### src/rtl/audio_pkg.sv
// Shared definitions for the audio PWM player: player state encoding,
// default parameter values and the sample-to-duty conversion helper.
package audio_pkg;

  typedef enum logic [1:0] {
    StIdle,
    StPriming,
    StPlaying
  } player_state_t;

  localparam int unsigned SampleDivDef = 1134;  // 25 MHz / 1134 ~= 22.05 kHz
  localparam int unsigned FifoDepthDef = 16;
  localparam int unsigned PwmBitsDef   = 8;
  localparam int unsigned MidscaleDef  = 1 << (PwmBitsDef - 1);

  // Signed two's complement to offset binary: -32768 -> 0, 0 -> 0x8000.
  // The PWM duty is the top bits of this value.
  function automatic logic [15:0] offset_binary(input logic [15:0] s);
    return {~s[15], s[14:0]};
  endfunction

endpackage

### src/rtl/sample_fifo.sv
// Synchronous show-ahead FIFO holding audio samples.
// Ports:
//   clk_i, rst_ni   clock, asynchronous active-low reset
//   flush_i         empties the FIFO at the next edge (wins over read/write)
//   wr_en_i/wr_data_i  push; accepted when not full or when a read happens too
//   rd_en_i         pop; rd_data_o always shows the head entry
//   full_o, empty_o, level_o  occupancy status
module sample_fifo #(
  parameter int unsigned Depth = 16,
  parameter int unsigned Width = 16
) (
  input  logic                     clk_i,
  input  logic                     rst_ni,
  input  logic                     flush_i,
  input  logic                     wr_en_i,
  input  logic [Width-1:0]         wr_data_i,
  input  logic                     rd_en_i,
  output logic [Width-1:0]         rd_data_o,
  output logic                     full_o,
  output logic                     empty_o,
  output logic [$clog2(Depth):0]   level_o
);

  localparam int unsigned AddrW = $clog2(Depth);

  logic [Width-1:0] mem_q [Depth];
  logic [AddrW-1:0] wr_ptr_q, wr_ptr_d;
  logic [AddrW-1:0] rd_ptr_q, rd_ptr_d;
  logic [AddrW:0]   level_q, level_d;
  logic             do_wr, do_rd;

  assign full_o    = (level_q == (AddrW + 1)'(Depth));
  assign empty_o   = (level_q == '0);
  assign do_wr     = wr_en_i && (!full_o || rd_en_i);
  assign do_rd     = rd_en_i && !empty_o;
  assign rd_data_o = mem_q[rd_ptr_q];
  assign level_o   = level_q;

  always_comb begin
    wr_ptr_d = wr_ptr_q;
    rd_ptr_d = rd_ptr_q;
    level_d  = level_q;
    if (flush_i) begin
      wr_ptr_d = '0;
      rd_ptr_d = '0;
      level_d  = '0;
    end else begin
      // Depth is a power of two, so pointers wrap naturally.
      if (do_wr) wr_ptr_d = wr_ptr_q + 1'b1;
      if (do_rd) rd_ptr_d = rd_ptr_q + 1'b1;
      case ({do_wr, do_rd})
        2'b10:   level_d = level_q + 1'b1;
        2'b01:   level_d = level_q - 1'b1;
        default: level_d = level_q;
      endcase
    end
  end

  always_ff @(posedge clk_i or negedge rst_ni) begin
    if (!rst_ni) begin
      wr_ptr_q <= '0;
      rd_ptr_q <= '0;
      level_q  <= '0;
    end else begin
      wr_ptr_q <= wr_ptr_d;
      rd_ptr_q <= rd_ptr_d;
      level_q  <= level_d;
    end
  end

  // Storage needs no reset; occupancy tracking makes stale entries invisible.
  always_ff @(posedge clk_i) begin
    if (do_wr && !flush_i) mem_q[wr_ptr_q] <= wr_data_i;
  end

endmodule

### src/rtl/audio_pwm_player.sv
// Buffered audio player: samples are queued in a FIFO, released at the
// sample rate, converted to an unsigned duty and played as PWM.
// Ports:
//   clk_25mhz, reset_n  system clock, asynchronous active-low reset
//   sample_in/sample_valid  signed 16-bit sample and its one-cycle strobe
//   enable              playback enable; low flushes and parks at midscale
//   clear_flags         one-cycle strobe clearing overflow/underrun
//   pwm_out             registered PWM output
//   fifo_level          buffer occupancy
//   overflow, underrun  sticky error flags
module audio_pwm_player
  import audio_pkg::*;
#(
  parameter int unsigned SAMPLE_DIV = SampleDivDef,
  parameter int unsigned FIFO_DEPTH = FifoDepthDef,
  parameter int unsigned PWM_BITS   = PwmBitsDef
) (
  input  logic                          clk_25mhz,
  input  logic                          reset_n,
  input  logic [15:0]                   sample_in,
  input  logic                          sample_valid,
  input  logic                          enable,
  input  logic                          clear_flags,
  output logic                          pwm_out,
  output logic [$clog2(FIFO_DEPTH):0]   fifo_level,
  output logic                          overflow,
  output logic                          underrun
);

  localparam int unsigned LvlW = $clog2(FIFO_DEPTH) + 1;
  localparam int unsigned CntW = (SAMPLE_DIV > 1) ? $clog2(SAMPLE_DIV) : 1;
  localparam logic [CntW-1:0]     CntLast  = CntW'(SAMPLE_DIV - 1);
  localparam logic [PWM_BITS-1:0] Midscale = PWM_BITS'(1 << (PWM_BITS - 1));

  player_state_t       state_q, state_d;
  logic [CntW-1:0]     div_cnt_q, div_cnt_d;
  logic [PWM_BITS-1:0] pwm_cnt_q, pwm_cnt_d;
  logic [PWM_BITS-1:0] duty_q, duty_d;
  logic [PWM_BITS-1:0] duty_next_q, duty_next_d;
  logic [PWM_BITS-1:0] duty_cur;
  logic                pwm_out_q, pwm_out_d;
  logic                overflow_q, overflow_d;
  logic                underrun_q, underrun_d;

  logic                tick, flush, fifo_wr, fifo_rd, fifo_full, fifo_empty;
  logic [15:0]         fifo_rdata, rdata_ob;
  logic [LvlW-1:0]     level;
  logic                unused_rdata;

  // Disabling empties the buffer at the same edge that parks the FSM in idle.
  assign flush   = !enable;
  assign tick    = (state_q == StPlaying) && (div_cnt_q == CntLast);
  assign fifo_rd = tick && enable && !fifo_empty;
  // A write into a full FIFO still succeeds when a pop frees a slot that cycle.
  assign fifo_wr = sample_valid && enable && (!fifo_full || fifo_rd);

  assign rdata_ob     = offset_binary(fifo_rdata);
  assign unused_rdata = ^rdata_ob;

  sample_fifo #(
    .Depth (FIFO_DEPTH),
    .Width (16)
  ) u_sample_fifo (
    .clk_i     (clk_25mhz),
    .rst_ni    (reset_n),
    .flush_i   (flush),
    .wr_en_i   (fifo_wr),
    .wr_data_i (sample_in),
    .rd_en_i   (fifo_rd),
    .rd_data_o (fifo_rdata),
    .full_o    (fifo_full),
    .empty_o   (fifo_empty),
    .level_o   (level)
  );

  always_comb begin
    state_d   = state_q;
    div_cnt_d = '0;
    case (state_q)
      StIdle:    state_d = StPriming;
      StPriming: if (level >= LvlW'(FIFO_DEPTH / 2)) state_d = StPlaying;
      StPlaying: begin
        div_cnt_d = tick ? '0 : div_cnt_q + 1'b1;
        if (tick && fifo_empty) state_d = StPriming;
      end
      default:   state_d = StIdle;
    endcase
    if (!enable) state_d = StIdle;

    duty_next_d = duty_next_q;
    if (fifo_rd) duty_next_d = rdata_ob[15 -: PWM_BITS];
    if ((state_q == StIdle) || !enable) duty_next_d = Midscale;

    // New duty takes effect only at a period boundary so no period is split.
    pwm_cnt_d = pwm_cnt_q + 1'b1;
    duty_cur  = (pwm_cnt_q == '0) ? duty_next_q : duty_q;
    duty_d    = duty_cur;
    pwm_out_d = (pwm_cnt_q < duty_cur);

    // Set events take priority over a same-cycle clear.
    overflow_d = (sample_valid && enable && fifo_full && !fifo_rd) ||
                 (overflow_q && !clear_flags);
    underrun_d = (tick && enable && fifo_empty) || (underrun_q && !clear_flags);
  end

  always_ff @(posedge clk_25mhz or negedge reset_n) begin
    if (!reset_n) begin
      state_q     <= StIdle;
      div_cnt_q   <= '0;
      pwm_cnt_q   <= '0;
      duty_q      <= Midscale;
      duty_next_q <= Midscale;
      pwm_out_q   <= 1'b0;
      overflow_q  <= 1'b0;
      underrun_q  <= 1'b0;
    end else begin
      state_q     <= state_d;
      div_cnt_q   <= div_cnt_d;
      pwm_cnt_q   <= pwm_cnt_d;
      duty_q      <= duty_d;
      duty_next_q <= duty_next_d;
      pwm_out_q   <= pwm_out_d;
      overflow_q  <= overflow_d;
      underrun_q  <= underrun_d;
    end
  end

  assign pwm_out    = pwm_out_q;
  assign fifo_level = level;
  assign overflow   = overflow_q;
  assign underrun   = underrun_q;

endmodule

### config.mk
export PLATFORM = sky130hd
export DESIGN_NAME = audio_pwm_player
export DESIGN_NICKNAME = d
export VERILOG_FILES = /design/src/rtl/audio_pkg.sv /design/src/rtl/sample_fifo.sv /design/src/rtl/audio_pwm_player.sv
export SDC_FILE = /design/constraint.sdc
export NUM_CORES = 1
export LEC_CHECK = 0
export CORE_UTILIZATION = 65
export CTS_BUF_LIST = sky130_fd_sc_hd__clkbuf_8
export DETAILED_ROUTE_END_ITERATION = 10
export PLACE_DENSITY = 0.89
export SETUP_SLACK_MARGIN = 0.5
export SYNTH_ARGS = -nofsm -noshare
export SYNTH_HDL_FRONTEND = slang
export SYNTH_SLANG_ARGS = --single-unit
### constraint.sdc
create_clock -name clk_25mhz -period 7.09 [get_ports clk_25mhz]
set_input_delay 1.418 -clock clk_25mhz [delete_from_list [all_inputs] [get_ports clk_25mhz]]
set_output_delay 1.418 -clock clk_25mhz [all_outputs]
set_load 0.005 [all_outputs]
==> run metrics <==
full die area=12400 um2; CTS Root Cell=clkbuf_8; clk slew on worst S/H paths=0.10 ns; Tightest Hold Check Type=flip-flop to flip-flop; critical path arrival=4.39 ns; syn nets=514; Post-synth ARST share=0.293; Max VDD drop=236 uV; Yosys cell types=59; GR Overflow Total=0; IO Pins=29; initial antenna violation count=0; Pre-antenna DRT Iters=5; Crit Path Max Fanout=21; largest net degree at the start of global routing=54; CTS Buf Count=17; Via-to-Cell Ratio=6.37; wire length per cell=21.6 um; H-tree Lvls=4; top post-synthesis cells by area=edfxtp_1 50%, dfrtp_1 16%, mux4_2 9.0%; Final HPWL DP=9.02 mm; Rel. slew slack=0.274; hold slack=0.505 ns; outcome=finished clean; Setup crit end kind=flip-flop; Critical Path Start Type=input port; Slowest-stage cell, CP=clkdlybuf4s50_1; PwrDens=228 nW/um2; IO buf count=20; Synth area leader=edfxtp_1; # setup viols final=0; starting density of the core=0.674; Std-Cell Core Area=11500 um2; post-synth top area share=0.495; critical path type=input port to flip-flop; Crit path required time=7.44 ns; Lkg Pwr=3.01 nW; Vias=4150; CTS tree=yes; Clock Path Buffers=2; gate count of the mapped netlist=475; EDFF count, synth=128; post-route ant nets=0; final net count=535; TNS Setup=0 ns; unrepaired setup endpoints after global routing=no; vias in the first global route=4272; post-route cell area=8440 um2; post-synthesis register bit count=181; Mapped Area=7760 um2; Worst Tran Pin Value=1.09 ns; Hold Fails Final Rpt=0; fraction of layout cells with a size suffix above 1=0.165; hold_buf cts=0; chip width=111 um; DRT Wirelength=14.1 mm; Post-Place Cell Area=8020 um2; Synth warnings=0; Post CTS Setup Buffer Count=0; final period utilization=0.570; CTS sink count=181; GR Util All Layers=0.249; # rows=39; skew final=0.0190 ns; cell chain of the critical path=clkdlybuf4s50_1 -> inv_1 -> nor3_2 -> xor2_1 -> ha_1 -> a31o_2 -> or3_1 -> nor3_1 -> nor2_1 -> a221oi_1; iteration-0 DRC count of the detailed router=430; Resize count post-CTS=0; DIE HEIGHT=111 um; fmax=247 MHz; wire length of the first global-routing pass=22.5 mm; maxcap violations=0; DRC=0; Final min period=4.04 ns; ANT cells=0; worst-skew pair later-pin latency=0.47 ns; Largest stage delay, worst path=0.72 ns; Mapped Avg Cell Area=16.3 um2; fin. max-slew vios=0; placer's final routability congestion estimate=0.770; area delta synth->final=8.72%; post-synthesis sequential area ratio=0.666; Synth Flop Type=edfxtp_1
-- logic make-up after synthesis --
group / after synthesis / share of synthesized area
flops: 181 / 0.666
simple gates: 123 / 0.0827
mux: 50 / 0.133
compound gates: 43 / 0.0380
buf+inv: 42 / 0.0303
xor+xnor: 18 / 0.0203
fa+ha+maj: 18 / 0.0290
-- cell usage in the layout, fill, tap and decap left out, drive strengths merged, types with 9 or more instances in the layout --
cell type / count
nor2: 34
dfrtp: 51
edfxtp: 128
nor3: 12
xnor2: 11
nand2: 26
mux4: 40
a21oi: 13
clkbuf: 17
nand3: 19
inv: 23
clkinv: 9
ha: 18
mux2i: 10
clkdlybuf4s50: 19
-- where the power goes --
part	leakage, nW	switching (mW)	internal [mW]
Combinational	0.958	0.0448	0.0265
Sequential	1.85	0.00855	1.15
Clock	0.210	0.402	0.300
-- layout make-up --
| class | count | area [um2] |
|---|---|---|
| tap | 143 | 179 |
| timing repair buffer | 26 | 240 |
| multi-input combinational | 252 | 2350 |
| inverter | 18 | 67.6 |
| clock buffer | 17 | 234 |
| fill | 658 | 3080 |
| sequential | 181 | 5170 |
| clock inverter | 15 | 190 |
-- stage by stage --
step,power (mW),std cells,utilization,setup slack (ns)
after floorplan,1.21,475,-,3.66
after global placement,1.24,620,0.696,2.72
after detailed placement,1.25,620,0.696,2.65
after CTS,1.94,652,0.733,3.12
after global routing,1.99,652,0.733,2.95
final,1.93,652,0.733,3.05
-- synthesized netlist by cell type (2+ instances only) --
| cell | count |
|---|---|
| or3_1 | 3 |
| nor3_1 | 11 |
| and3_1 | 5 |
| buf_6 | 5 |
| mux4_2 | 31 |
| a31o_2 | 2 |
| nand3b_1 | 2 |
| nor4_1 | 2 |
| ha_1 | 18 |
| nor4b_1 | 2 |
| xnor2_1 | 11 |
| and4bb_2 | 2 |
| or2_2 | 2 |
| xor2_1 | 7 |
| dfstp_2 | 2 |
| o31ai_1 | 2 |
| nand4_1 | 2 |
| nor2_1 | 33 |
| nand2_1 | 26 |
| clkbuf_1 | 9 |
| a21oi_1 | 13 |
| mux4_1 | 9 |
| a21o_1 | 2 |
| nor3b_1 | 3 |
| nand2b_1 | 4 |
| o21ai_0 | 7 |
| dfrtp_1 | 51 |
| nand3_1 | 18 |
| mux2i_1 | 10 |
| o211ai_1 | 3 |
| buf_2 | 4 |
| inv_1 | 18 |
| edfxtp_1 | 128 |
| o21a_1 | 3 |
-- sequential cells by signal, indices dropped and copies added, names as in the netlist --
signal / flops
div_cnt_q: 11
duty_next_q: 8
duty_q: 8
overflow: 1
pwm_cnt_q: 8
pwm_out: 1
state_q: 2
u_sample_fifo.level_o: 5
u_sample_fifo.mem_q: 128
u_sample_fifo.rd_ptr_q: 4
u_sample_fifo.wr_ptr_q: 4
underrun: 1
-- critical path: cells and delay by family --
kind | cells | cell delay, ns
buf+inv | 2 | 1.15
fa+ha+maj | 1 | 0.24
simple gates | 4 | 0.92
xor+xnor | 1 | 0.11
compound gates | 2 | 0.54
-- layer usage --
layer | global-route usage | up-vias | routed length (um)
met5 | 0 | - | 0
met4 | 0.0883 | 0 | 242
met3 | 0.0618 | 24 | 787
met2 | 0.425 | 151 | 7530
met1 | 0.314 | 2110 | 5540
li1 | - | 1865 | -
-- worst paths after layout --
path	from	endpoint	slack (ns)	cells after the start
max in group asynchronous	reset_n	u_sample_fifo.rd_ptr_q[0]$_DFFE_PN0P_	5.54	2
hold / removal	duty_q[4]$_DFF_PN0_	duty_q[4]$_DFF_PN0_	0.51	2
min in group asynchronous	reset_n	div_cnt_q[3]$_DFF_PN0_	1.06	2
setup / recovery	enable	u_sample_fifo.level_o[4]$_DFFE_PN0P_	3.05	10
hold reg to reg	duty_q[4]$_DFF_PN0_	duty_q[4]$_DFF_PN0_	0.51	2
setup reg to reg	div_cnt_q[1]$_DFF_PN0_	u_sample_fifo.level_o[4]$_DFFE_PN0P_	3.61	13
Power figures use the tool's default switching activity.
